==> src/rtl/router_pkg.sv <==
// Shared types and helpers for the router packet transmitter.
// Holds the FSM state encoding, payload limits and the header pack/unpack helpers.
package router_pkg;

    typedef enum logic [2:0] {
        IDLE,
        LOAD,
        HDR,
        PAY,
        PAR
    } state_t;

    localparam int          MAX_PAYLOAD  = 63;
    localparam logic [1:0]  ADDR_INVALID = 2'b11;

    // The header byte carries the payload length in the upper six bits.
    function automatic logic [7:0] pack_header(input logic [5:0] len, input logic [1:0] addr);
        return {len, addr};
    endfunction

    function automatic logic [5:0] unpack_len(input logic [7:0] hdr);
        return hdr[7:2];
    endfunction

    function automatic logic [1:0] unpack_addr(input logic [7:0] hdr);
        return hdr[1:0];
    endfunction

endpackage

==> src/rtl/router_tx_buffer.sv <==
// Payload store for one packet: single write port, combinational read port.
// Contents are deliberately not reset; every location is written before it is read.
module router_tx_buffer
    import router_pkg::*;
(
    input  logic       clock,
    input  logic       wr_en,
    input  logic [5:0] wr_addr,
    input  logic [7:0] wr_data,
    input  logic [5:0] rd_addr,
    output logic [7:0] rd_data
);

    logic [7:0] mem [0:MAX_PAYLOAD];

    always_ff @(posedge clock) begin
        if (wr_en) begin
            mem[wr_addr] <= wr_data;
        end
    end

    assign rd_data = mem[rd_addr];

endmodule

==> src/rtl/router_pkt_tx.sv <==
// Packet transmitter: buffers a payload, then sends header, payload and parity
// to the router, holding the current byte whenever the router asserts busy.
module router_pkt_tx
    import router_pkg::*;
(
    input  logic       clock,
    input  logic       resetn,
    input  logic       start,
    input  logic [1:0] dest_addr,
    input  logic [5:0] payload_len,
    input  logic [7:0] s_data,
    input  logic       s_valid,
    output logic       s_ready,
    input  logic       busy,
    output logic [7:0] data_out,
    output logic       pkt_valid,
    output logic       tx_active,
    output logic       done,
    output logic       err_cfg
);

    state_t     state;
    logic [5:0] len_reg;
    logic [5:0] cnt;
    logic [5:0] idx;
    logic [7:0] header;
    logic [7:0] parity;
    logic [7:0] rd_data;
    logic       wr_en;

    assign wr_en     = (state == LOAD) && s_valid;
    assign s_ready   = (state == LOAD);
    assign tx_active = (state != IDLE);

    router_tx_buffer u_buffer (
        .clock   (clock),
        .wr_en   (wr_en),
        .wr_addr (cnt),
        .wr_data (s_data),
        .rd_addr (idx),
        .rd_data (rd_data)
    );

    always_ff @(posedge clock or negedge resetn) begin
        if (!resetn) begin
            state     <= IDLE;
            len_reg   <= '0;
            cnt       <= '0;
            idx       <= '0;
            header    <= '0;
            parity    <= '0;
            data_out  <= '0;
            pkt_valid <= 1'b0;
            done      <= 1'b0;
            err_cfg   <= 1'b0;
        end else begin
            done    <= 1'b0;
            err_cfg <= 1'b0;
            case (state)
                IDLE: begin
                    if (start) begin
                        if (dest_addr == ADDR_INVALID || payload_len == 6'd0) begin
                            err_cfg <= 1'b1;
                        end else begin
                            len_reg <= payload_len;
                            header  <= pack_header(payload_len, dest_addr);
                            parity  <= pack_header(payload_len, dest_addr);
                            cnt     <= '0;
                            idx     <= '0;
                            state   <= LOAD;
                        end
                    end
                end
                LOAD: begin
                    if (s_valid) begin
                        parity <= parity ^ s_data;
                        cnt    <= cnt + 6'd1;
                        // Header goes out on the same edge that takes the last byte.
                        if (cnt == len_reg - 6'd1) begin
                            state     <= HDR;
                            data_out  <= header;
                            pkt_valid <= 1'b1;
                        end
                    end
                end
                HDR: begin
                    if (!busy) begin
                        state    <= PAY;
                        data_out <= rd_data;
                        idx      <= 6'd1;
                    end
                end
                PAY: begin
                    if (!busy) begin
                        if (idx == len_reg) begin
                            state     <= PAR;
                            data_out  <= parity;
                            pkt_valid <= 1'b0;
                        end else begin
                            data_out <= rd_data;
                            idx      <= idx + 6'd1;
                        end
                    end
                end
                PAR: begin
                    if (!busy) begin
                        state    <= IDLE;
                        done     <= 1'b1;
                        data_out <= '0;
                    end
                end
                default: state <= IDLE;
            endcase
        end
    end

endmodule

==> config.mk <==
export PLATFORM = sky130hd
export DESIGN_NAME = router_pkt_tx
export DESIGN_NICKNAME = d
export VERILOG_FILES = /design/src/rtl/router_pkg.sv /design/src/rtl/router_tx_buffer.sv /design/src/rtl/router_pkt_tx.sv
export SDC_FILE = /design/constraint.sdc
export NUM_CORES = 1
export LEC_CHECK = 0
export CORE_ASPECT_RATIO = 1.2
export CORE_MARGIN = 2
export CORE_UTILIZATION = 56
export DETAILED_ROUTE_END_ITERATION = 7
export GPL_TIMING_DRIVEN = 0
export PLACE_DENSITY = 0.84
export SETUP_SLACK_MARGIN = 0.5
export SLEW_MARGIN = 40
export SYNTH_ARGS = -nofsm -noshare
export SYNTH_HDL_FRONTEND = slang
export SYNTH_SLANG_ARGS = --single-unit
==> constraint.sdc <==
create_clock -name clock -period 7.2 [get_ports clock]
set_input_delay 1.08 -clock clock [delete_from_list [all_inputs] [get_ports clock]]
set_output_delay 1.08 -clock clock [all_outputs]
set_load 0.05 [all_outputs]
* Yosys cells after proc, flatten, opt, wreduce, memory -nomap -nowiden
Memory sizes are Yosys's and may differ from the RTL's.
Index checks and enable logic that the tools add are counted.
** Storage, ports and cells
- Bits in registers :: 48
- Memory bits (writable) :: 512
- Input port bits :: 21
- Output and inout bits :: 13
- Memories kept :: 1
** Memory list
- u_buffer.mem :: words 64, bits a word 8, read ports 1, clocked after memory_dff 0, wr ports 1, RTL line router_tx_buffer.sv:14 : logic [7:0] mem [0:MAX_PAYLOAD];
** Operators by class
- $add $sub $neg :: 3
- Equal/unequal tests :: 16
- Multiplexer cells :: 40
- Bitwise gates (word level) :: 2
- Reduce and logical (&&, ||, !) cells :: 15
** Operators with widths (count)
- two-way mux 8 bit :: 9
- two-way mux 6 bit :: 6
- one-hot mux 8 bit (4 select lines) :: 1
- two-way mux 3 bit :: 8
- one-hot mux 6 bit (3 select lines) :: 1
- != test 2 bit (second input constant) :: 8
- one-hot mux 8 bit (2 select lines) :: 1
- one-hot mux 3 bit (5 select lines) :: 1
- adder 6 x 1 -> 6 bit (second input constant) :: 2
- == test 6 bit :: 2
- one-hot mux 6 bit (2 select lines) :: 1
- AND reduction 6 bit :: 2
- two-way mux 1 bit :: 11
- AND reduction 8 bit :: 1
- XOR 8 bit :: 1
- == test 3 x 2 -> 1 bit (second input constant) :: 2
- zero test 6 bit :: 1
- nonzero test 3 bit :: 2
- subtractor 6 x 1 -> 6 bit (second input constant) :: 1
- AND reduction 5 bit :: 1
- AND reduction 4 bit :: 1
- nonzero test 2 bit :: 2
- nonzero test 4 bit :: 1
- == test 3 x 1 -> 1 bit (second input constant) :: 1
- 9 further kinds :: 9

* Logic depth before layout (Yosys ltp)
Gate-level depths: netlist (run 1).
- Depth after elaboration :: 5
- Gate-level depth with buffers :: 10
- Depth with buffers taken out :: 8

* Cells and area by module
Synthesis (run 1) repeated with hierarchy kept, for this count alone.
** Unflattened totals
- Cell total of the unflattened synthesis :: 1233
- Area total of the unflattened synthesis :: 22633.0 um^2
** By module, submodules not included
- router_tx_buffer :: times used 1, cells an instance 932, area each 20006.7 um^2
- router_pkt_tx :: times used 1, cells an instance 301, area each 2626.3 um^2

* Least setup slack after synthesis (run 1)
OpenSTA, ideal clock, no wires.
- Kind :: reg-to-output
- From :: reg state[2]
- To :: out s_ready
- Data arrival time :: 1.977 ns
- Required time :: 6.120 ns
- Setup slack :: 4.143 ns
- Stages on the path, launching flop included :: 6
- Path buffers :: 4
- Cells stage by stage :: dfrtp_1 -> clkbuf_1 -> nor3b_1 -> clkbuf_1 -> clkbuf_1 -> clkbuf_1
** Between the ends
- Cells in the longest elaborated chain, start to end :: 1
** Ends and longest elaborated chain
- from (decl) :: RTL line router_pkt_tx.sv:22 : state_t state;
- from (signal assigned) :: RTL line router_pkt_tx.sv:46 : state <= IDLE;
- from (signal assigned) :: RTL line router_pkt_tx.sv:70 : state <= LOAD;
- from (signal assigned) :: RTL line router_pkt_tx.sv:80 : state <= HDR;
- == test 3 x 1 -> 1 bit :: RTL line router_pkt_tx.sv:32 : assign s_ready = (state == LOAD);
- to (decl) :: RTL line router_pkt_tx.sv:13 : output logic s_ready,
Every way passes these cells.

* Worst setup path in the final report (run 1)
Same ends and word-level chain as after synthesis.

==> summary.txt, run 1 <==
post-detailed-routing wire length: 54500 µm
row count: 80
Pre-Repair DR Iteration Count: 6
outcome: complete, no violations
first-pass GRT wire length: 79600 µm
Startpoint Class: flop
buffer count from post-CTS setup fixing: 0
slowest CP cell: clkdlybuf4s50_1
Max-slew headroom: 39.9%
Lkg Pwr: 7.96 nW
top_reg_cell synth: edfxtp_1
PostCTS Resize Cnt: 0
Die ar.: 41400 µm²
Final Cycle Share: 66.4%
max FFs per register: 512
Die W: 186 µm
placer congestion estimate: 0.918
CP Max Fanout: 10
Iter 0 DRT Violations: 1670
root buffer cell: clkbuf_16
f_max: 0.209 GHz
Die Ht: 223 µm
largest net degree at the start of global routing: 67
Clock Skews: 16.3 ps
Hold-fix buffers, CTS: 0
actual slew at the worst max-slew pin: 879 ps
PD cells: 337 nW/µm²
cell family with most CP delay: buffers and inverters
top flop regs: u_buffer.mem (512), data_out (8), parity (8)
ys async rst share: 7.58%
clock buffer depth: 3
initial antenna violation count: 0
vias in the first global route: 12.3k
Post-synth EDFFs: 512
crit path time final: 4780 ps
CTS tree: yes
Syn. warnings: 0
maxcap violations: 0
register area share after synthesis: 73.6%
clock sink total: 554
Pins Over Slew Limit: 0
Fillers: 2590
post-synthesis cell type count: 72
most frequent cells in the layout: 512 x edfxtp_1, 95 x mux4_2, 78 x nor2_1, 75 x mux2i_1
crit-path cells: clkbuf_1 -> nor3b_1 -> clkbuf_1 -> clkbuf_1 -> clkbuf_1 -> clkdlybuf4s50_1
DP HPWL: 35700 µm
worst setup margin: 2420 ps
critical path arrival: 3700 ps
Port Buffers: 33
Avg WL per Cell: 29.2 µm
share of cells above drive strength 1: 18.4%
Ant. Diodes: 0
Clk pin slew, worst setup/hold paths: 60 ps
Most flops, register: u_buffer.mem
slowest stage delay, CP: 900 ps
# IOs: 34
WP buf/inv: 5
Syn Area/Cell: 18.5 µm²
Syn Inst Count: 1203
CP Data Required Time: 6120 ps
multi-input logic area: 5440 µm²
most used cell, CP: clkbuf_1
Setup TNS: 0 ps
Util after Layout: 63.2%
Core Box Area: 39500 µm²
Register Area: 16400 µm²
antenna viol nets, final: 0
H-tree depth: 2
DRC: 0
clock latency on the worst-skew pair: 580 ps
Syn Nets: 1227
synthesized area: 22300 µm²
RSZ-0062 raised after global routing: no
Yosys reg bits: 554
Worst Path Class, Setup: flop to primary output
Initial Utilization: 56.4%
worst min-delay path class: input port to async pin
Syn-to-layout area delta: 12.1%
setup violation total in the final timing report: 0
DP Worst Slack: 2910 ps
CTS Buf Count: 49
Final Hold Vio Count: 0
Overflow after GRT: 0
Worst VDD drop: 0.177 mV
Vias: 12.4k
via/cell ratio: 6.62
Critical Path End Type: primary output
GRT Util Overall: 26.7%
# nets final: 1319
most common cell after layout, fill and taps aside: edfxtp_1
-- metrics by stage --
stage / total power, mW / hold WS (ps) / std cells / area, µm²
after floorplan: 5.23 / 482 / 1203 / 22300
after global routing: 8.65 / 537 / 1866 / 25000
after global placement: 5.84 / 498 / 1769 / 23300
after detailed placement: 5.90 / 506 / 1777 / 23500
after CTS: 8.39 / 508 / 1866 / 25000
final: 8.42 / 494 / 1866 / 25000
-- synthesized netlist by cell type (7+ instances only) --
cell type	count	area share [%]
buf_2	14	0.31
o22ai_1	15	0.42
o221ai_1	14	0.55
nor2_1	87	1.5
clkbuf_1	40	0.67
inv_1	8	0.13
nand2_1	37	0.62
o31ai_1	7	0.24
o21ai_0	20	0.45
o221a_2	9	0.45
a21oi_1	26	0.58
mux2i_1	75	3.4
dfrtp_1	42	4.7
a211oi_1	17	0.57
nand2b_1	9	0.25
edfxtp_1	512	69
a22o_1	14	0.55
xor2_1	16	0.63
nand4_1	9	0.25
mux4_2	95	9.6
nand3_1	13	0.29
-- layer usage --
metal / track usage [%] / share of wire, % / up-vias
met5: 0 / 0 / -
met4: 13.4 / 5.1 / 0
met3: 4.28 / 9.0 / 138
met2: 42.7 / 49 / 794
met1: 35.8 / 37 / 6335
li1: - / - / 5088
-- power by group --
part | switching, mW | internal, mW | leakage (nW)
clock network | 1.12 | 1.40 | 0.746
logic | 1.28 | 0.871 | 2.10
registers | 0.107 | 3.64 | 5.11
-- final cells by class --
class / count / area share, %
Buffer: 73 / 1.75
Inverter: 9 / 0.135
Clock inverter: 26 / 0.806
Sequential cell: 554 / 65.7
Clock buffer: 63 / 5.28
Timing Repair Buffer: 41 / 1.90
Multi-Input combinational cell: 567 / 21.8
Tap cell: 533 / 2.67
-- worst paths after layout --
path                                            start                             to  slack (ps)  depth (start not counted)
worst max-delay path             state[2]$_DFFE_PN0P_                        s_ready        2420                          6
worst min-delay path                           resetn          header[1]$_DFFE_PN0P_         490                          1
worst max register to register   state[2]$_DFFE_PN0P_  u_buffer.mem[55][6]$_DFFE_PP_        3660                          6
worst min register to register  header[0]$_DFFE_PN0P_          header[0]$_DFFE_PN0P_         520                          1
max in group asynchronous                      resetn             idx[1]$_DFFE_PN0P_        6310                          1
min in group clock              header[0]$_DFFE_PN0P_          header[0]$_DFFE_PN0P_         520                          1
-- kinds of logic after synthesis --
logic type	after synthesis	synth area share [%]
xor gates and xnor gates	21	0.825
and+or+nand+nor	193	4.06
DFF	554	73.6
AOI/OAI and AO/OA	173	5.81
adders and majority gates	3	0.168
muxes	177	13.4
buffers and inverters	82	2.10
Note: power is estimated with default switching activity, not from simulation.
==> run 2: changes to the inputs <==
--- a/config.mk
+++ b/config.mk
@@ -10,7 +10,7 @@
 export CORE_UTILIZATION = 56
 export DETAILED_ROUTE_END_ITERATION = 7
 export GPL_TIMING_DRIVEN = 0
-export PLACE_DENSITY = 0.84
+export PLACE_DENSITY = 0.86
 export SETUP_SLACK_MARGIN = 0.5
 export SLEW_MARGIN = 40
 export SYNTH_ARGS = -nofsm -noshare
==> constraint.sdc (replaced) <==
create_clock -name clock -period 4.02 [get_ports clock]
set_input_delay 0.603 -clock clock [delete_from_list [all_inputs] [get_ports clock]]
set_output_delay 0.603 -clock clock [all_outputs]
set_load 0.05 [all_outputs]
==> run 2 against run 1 <==
Against the previous run: clock skew increased by 8.5 ps; core utilization is 0.11 points higher; combinational power rose by 81%; cell area is 0.18% higher; via count up 1.8%; sequential cell count unchanged; count of clock-buffer cells in the layout is 3 lower; final cell count about the same; wire length grew 2.0%; worst hold slack got worse by 490 ps; first-iteration DRC count rose by 9.9%; setup slack got worse by 1900 ps; critical path type is now flop to flop.
==> summary.txt, run 2 (synthesis gave the netlist of run 1 again) <==
outcome: complete, no violations
Initial Utilization: 56.4% (unchanged)
PD cells: 606 nW/µm² (+80%)
Clk pin slew, worst setup/hold paths: 70 ps (about the same)
post-detailed-routing wire length: 55600 µm (+2.0%)
Pwr Total: 15.2 mW (+80%)
row count: 80 (unchanged)
Final Hold Vio Count: 0 (unchanged)
Iter 0 DRT Violations: 1836 (+9.9%)
CTS tree: yes
Vias: 12.6k (+1.8%)
CP Data Required Time: 4490 ps (-1630 ps)
setup violation total in the final timing report: 0 (unchanged)
CTS Buf Count: 49 (unchanged)
largest net degree at the start of global routing: 67 (unchanged)
placer congestion estimate: 0.939 (+2.3%)
top flop regs: u_buffer.mem (512), data_out (8), parity (8)
Overflow after GRT: 0 (unchanged)
Worst VDD drop: 0.357 mV (+100%)
Die W: 186 µm (unchanged)
first-pass GRT wire length: 81000 µm (+1.7%)
Syn-to-layout area delta: 12.3%
CP Max Fanout: 10 (unchanged)
Core Box Area: 39500 µm² (unchanged)
critical path arrival: 4000 ps (+300 ps)
initial antenna violation count: 0 (unchanged)
Cells after DPL: 1778 (+0.056%)
crit path time final: 3530 ps
max FFs per register: 512 (unchanged)
Pre-Repair DR Iteration Count: 5 (-1)
layer with the highest usage: met2
clock buffer depth: 3 (unchanged)
multi-input logic area: 5450 µm² (+0.21%)
Max-slew headroom: 40.1% (+0.18 points)
RSZ-0062 raised after global routing: yes
non-filler cells, final: 1867 (+0.054%)
r2r setup slk: 490 ps (-3170 ps)
Most flops, register: u_buffer.mem
Setup TNS: 0 ps (unchanged)
Port Buffers: 33 (unchanged)
final hold slack: 1.36 ps (-493 ps)
Area after DPL: 23500 µm² (about the same)
# IOs: 34 (unchanged)
Setup crit start: idx[0]$_DFFE_PN0P_
maxcap violations: 0 (unchanged)
GRT met2 Usage: 44.4% (+1.6 points)
Register Area: 16400 µm² (unchanged)
root buffer cell: clkbuf_16
share of cells above drive strength 1: 19.3% (+0.96 points)
Critical Path End Type: flop
clock sink total: 554 (unchanged)
Die ar.: 41400 µm² (unchanged)
Fillers: 2517 (-2.8%)
clock latency on the worst-skew pair: 600 ps (+20 ps)
actual slew at the worst max-slew pin: 896 ps (+16.8 ps)
Ant. Diodes: 0 (unchanged)
launching point of the worst reg2reg path: idx[0]$_DFFE_PN0P_
antenna viol nets, final: 0 (unchanged)
Final Cycle Share: 87.7%
DRC: 0 (unchanged)
most frequent cells in the layout: 512 x edfxtp_1, 95 x mux4_2, 76 x nor2_1, 75 x mux2i_1, 49 x clkbuf_16
DP HPWL: 35200 µm (-1.4%)
worst min-delay path class: input port to async pin
vias in the first global route: 12.5k (+2.0%)
H-tree depth: 2 (unchanged)
global routing usage on met1: 35.4% (-0.41 points)
# nets final: 1320 (+0.076%)
Worst Path Class, Setup: flop to flop
M3 GR Usage: 5.34% (+1.1 points)
Avg WL per Cell: 29.8 µm (+1.9%)
GRT Util Overall: 27.3% (+0.59 points)
f_max: 0.284 GHz
Clock Skews: 24.8 ps (+8.49 ps)
Die Ht: 223 µm (unchanged)
post-route cell area: 25000 µm² (+0.18%)
Lkg Pwr: 7.97 nW (+0.18%)
via/cell ratio: 6.74 (+1.7%)
Pins Over Slew Limit: 0 (unchanged)
most common cell after layout, fill and taps aside: edfxtp_1
Startpoint Class: flop
run 2: cell type report:
| type | instances | share of cell area [%] |
|---|---|---|
| buffer | 73 | 1.75 |
| clock buffer | 60 | 5.06 |
| clock inverter | 29 | 1.11 |
| inverter | 9 | 0.135 |
| multi-input combinational | 567 | 21.8 |
| sequential | 554 | 65.6 |
| tap | 533 | 2.66 |
| timing repair buffer | 42 | 1.93 |
run 2: where the power goes:
| part | internal, mW | switching, mW |
|---|---|---|
| registers | 6.52 | 0.190 |
| clock network | 2.47 | 2.10 |
| logic | 1.57 | 2.34 |
| total | 10.6 | 4.63 |
run 2: worst paths after layout:
kind	endpoint	cells past startpoint
max in group asynchronous	data_out[0]$_DFFE_PN0P_	1
min reg2reg	header[0]$_DFFE_PN0P_	1
max	data_out[1]$_DFFE_PN0P_	9
min in group clock	u_buffer.mem[20][7]$_DFFE_PP_	1
max reg2reg	data_out[1]$_DFFE_PN0P_	9
min	len_reg[1]$_DFFE_PN0P_	1
run 2: repair_timing:
| item | 4_1_cts | 5_1_grt |
|---|---|---|
| hold buffers | 0 | 0 |
| setup buffers | 0 | 0 |
| gates resized for setup | 5 | 3 |
| setup endpoints to repair | 1 | 7 |
| gates cloned | 0 | 0 |
run 2: critical path, stage by stage (launching register included):
cell and delay [ps]:
dfrtp_1 370, buf_6 220, clkbuf_4 350, buf_2 530, mux2i_1 270, o22ai_1 120, a2111oi_1 790, o31ai_1 300
a31o_1 300, o221a_2 130
run 2: per-stage QoR:
step	setup WS [ps]	utilization [%]
final	493	63.4
after global routing	447	63.4
after CTS	509	63.3
after detailed placement	171	59.3
after global placement	340	58.9
after floorplan	1440	-
run 2: per-layer routing:
layer  up-vias  routed length, µm
met1      6365              19600
met3       165               5490
met2       969              27600
met5         -                  0
li1       5078                  -
met4         0               2860
==> run 3: changes to the inputs <==
--- a/config.mk
+++ b/config.mk
@@ -5,6 +5,7 @@
 export SDC_FILE = /design/constraint.sdc
 export NUM_CORES = 1
 export LEC_CHECK = 0
+export ABC_AREA = 1
 export CORE_ASPECT_RATIO = 1.2
 export CORE_MARGIN = 2
 export CORE_UTILIZATION = 56
==> run 3 against run 2 <==
Against the previous run: sequential share of layout area decreased by 4.2 points; final cell count increased by 62%; worst hold slack better by 18 ps; die area rose by 8.0%; maximum frequency rose by 18%; power is 2.2% higher; register-to-register slack better by 540 ps.
==> summary.txt, run 3 <==
slowest CP cell: nor2_1
clock sink total: 554 (unchanged)
f_max: 0.335 GHz (+18%)
Pins Over Slew Limit: 0 (unchanged)
r2r setup slk: 1040 ps (+540 ps)
largest area contributor in the netlist: edfxtp_1
cell family with most CP delay: simple AND/OR/NAND/NOR gates
routed wl met2: 31600 µm (+14%)
outcome: complete, no violations
Die Ht: 231 µm (+3.9%)
Initial Utilization: 56.5% (+0.10 points)
Syn-to-layout area delta: 11.0%
register area share after synthesis: 68.1% (-5.6 points)
Clock Skews: 13.6 ps (-11.2 ps)
Critical Path End Type: flop
launching point of the worst reg2reg path: state[0]$_DFFE_PN0P_
maxcap violations: 0 (unchanged)
PostCTS Resize Cnt: 0 (-5)
Hold-fix buffers, CTS: 0 (unchanged)
Overflow after GRT: 0 (unchanged)
DRC: 0 (unchanged)
Syn Area/Cell: 10.3 µm² (-45%)
setup violation total in the final timing report: 0 (unchanged)
clock latency on the worst-skew pair: 570 ps (-30 ps)
top flop regs: u_buffer.mem (512), data_out (8), parity (8)
Clk pin slew, worst setup/hold paths: 70 ps (about the same)
vias in the first global route: 17.3k (+38%)
WP buf/inv: 3 (unchanged)
Worst R2R End: u_buffer.mem[44][0]$_DFFE_PP_
post-synthesis cell type count: 35 (-51%)
first-pass GRT wire length: 98000 µm (+21%)
share of cells above drive strength 1: 6.86% (-12 points)
# IOs: 34 (unchanged)
crit-path cells: inv_2 -> nor3_4 -> inv_2 -> nor2_4 -> inv_2 -> nor2_4 -> nand3_2 -> nor2_1
Final Hold Vio Count: 0 (unchanged)
most common cell after layout, fill and taps aside: nand2_1
most instantiated cells after synthesis: 809 x nand2_1, 512 x edfxtp_1, 295 x nand3_1
CTS Buf Count: 48 (-2.0%)
Lkg Pwr: 10.6 nW (+33%)
worst min-delay path class: input port to async pin
antenna viol nets, final: 0 (unchanged)
Post-synth EDFFs: 512 (unchanged)
CP Data Required Time: 4210 ps (-280 ps)
CP Max Fanout: 9 (-1)
Worst VDD drop: 0.596 mV (+67%)
most frequent cell after synthesis: nand2_1
ys async rst share: 7.58% (unchanged)
Area contributors post-synth: edfxtp_1 64%, nand2_1 13%, nand3_1 6.1%, dfrtp_1 4.4%, inv_1 3.2%
Most flops, register: u_buffer.mem
highest routed layer: met4
CTS tree: yes
top_reg_cell synth: edfxtp_1
Core Box Area: 42700 µm² (+8.0%)
DP HPWL: 45000 µm (+28%)
post-detailed-routing wire length: 65500 µm (+18%)
largest net degree at the start of global routing: 48 (-28%)
crit path time final: 2980 ps (-545 ps)
Final Cycle Share: 74.2% (-14 points)
Syn. warnings: 0 (unchanged)
Pre-Repair DR Iteration Count: 6 (+1)
Yosys top cell area share: 63.7% (-5.2 points)
Max-slew headroom: 46.8% (+6.7 points)
max FFs per register: 512 (unchanged)
Port Buffers: 33 (unchanged)
GRT Util Overall: 29.2% (+1.9 points)
Reg2Reg Depth: 8 (-1)
root buffer cell: clkbuf_16
placer congestion estimate: 0.937 (-0.27%)
RSZ-0062 raised after global routing: no
Worst Path Class, Setup: flop to flop
via/cell ratio: 5.84 (-13%)
DP Worst Slack: 930 ps (+759 ps)
Avg WL per Cell: 21.6 µm (-27%)
Syn Nets: 2372 (+93%)
slowest stage delay, CP: 770 ps (-20 ps)
synthesized area: 24100 µm² (+8.2%)
actual slew at the worst max-slew pin: 798 ps (-97.6 ps)
Die ar.: 44800 µm² (+8.0%)
buffer count from post-CTS setup fixing: 0 (unchanged)
Fillers: 3054 (+21%)
most frequent cells in the layout: 809 x nand2_1, 512 x edfxtp_1, 295 x nand3_1, 206 x inv_1, 178 x nor2_1
critical path arrival: 3180 ps (-820 ps)
H-tree depth: 2 (unchanged)
metal3 WL: 6700 µm (+22%)
Ant. Diodes: 0 (unchanged)
length of routed wiring on met1: 22300 µm (+14%)
clock buffer depth: 3 (unchanged)
Setup TNS: 0 ps (unchanged)
worst setup margin: 1040 ps (+545 ps)
initial antenna violation count: 0 (unchanged)
Yosys reg bits: 554 (unchanged)
Iter 0 DRT Violations: 2625 (+43%)
row count: 83 (+3.8%)
Startpoint Class: flop
Vias: 17.7k (+41%)
Die W: 193 µm (+3.9%)
PD cells: 580 nW/µm² (-4.4%)
Syn Inst Count: 2348 (+95%)
most used cell, CP: inv_2
# nets final: 2466 (+87%)
[run 3: cell types whose count changed after synthesis, moves of 21 or more]
| cell | previous run | this run |
|---|---|---|
| a21oi_1 | 26 | 47 |
| buf_2 | 14 | 50 |
| inv_1 | 8 | 206 |
| mux2i_1 | 75 | 0 |
| mux4_2 | 95 | 0 |
| nand2_1 | 37 | 809 |
| nand3_1 | 13 | 295 |
| nor2_1 | 87 | 179 |
| o211ai_1 | 2 | 25 |
| o21ai_0 | 20 | 50 |
[run 3: power by group]
part	switching, mW	internal (mW)	total (mW)
Combinational	3.18	1.30	4.49
Sequential	0.151	6.49	6.64
Clock	1.99	2.40	4.39
Total	5.32	10.2	15.5
[run 3: cell type report]
class	count	area (µm²)	share of cell area [%]
buffer	114	562	2.10
clock buffer	65	1310	4.88
clock inverter	20	151	0.566
inverter	221	830	3.10
multi-input combinational	1459	6310	23.6
sequential	554	16400	61.4
tap	552	691	2.58
timing repair buffer	44	494	1.85
[run 3: layer usage]
layer	global-route usage [%]	vias to the layer above
met3	5.03	271
met4	19.4	0
li1	-	7986
met1	34.4	8216
met2	49.5	1216
met5	0	-
[run 3: cells by family (layout without fill, tap and decap cells)]
family	count (synthesis)	count (layout)	synth area share, %
flops	554	554	68.1
buf+inv	335	464	5.77
compound gates	133	133	3.10
xor+xnor	10	10	0.363
fa+ha+maj	3	3	0.156
simple gates	1313	1313	22.5
[run 3: worst max-delay path by stage]
stage / start / end / slack, ps / cells past startpoint
6_report: state[0]$_DFFE_PN0P_ / u_buffer.mem[44][0]$_DFFE_PP_ / 1040 / 8
5_1_grt: state[0]$_DFFE_PN0P_ / u_buffer.mem[44][3]$_DFFE_PP_ / 930 / 8
4_1_cts: state[1]$_DFFE_PN0P_ / s_ready / 1070 / 2
3_5_place_dp: s_valid / u_buffer.mem[58][3]$_DFFE_PP_ / 930 / 7
3_3_place_gp: s_data[2] / u_buffer.mem[55][2]$_DFFE_PP_ / 180 / 1
2_1_floorplan: state[1]$_DFFE_PN0P_ / u_buffer.mem[0][0]$_DFFE_PP_ / 1580 / 7
[run 3: through the flow]
step	instances	util (%)	instance area (µm²)	hold WS [ps]	total power, mW
2_1_floorplan	2348	-	24100	307	9.69
4_1_cts	3029	62.7	26800	27.3	15.4
3_5_place_dp	2944	59.3	25300	478	11.1
3_3_place_gp	2933	58.9	25100	469	10.9
6_report	3029	62.7	26800	19.1	15.5
5_1_grt	3029	62.7	26800	71.9	16.1
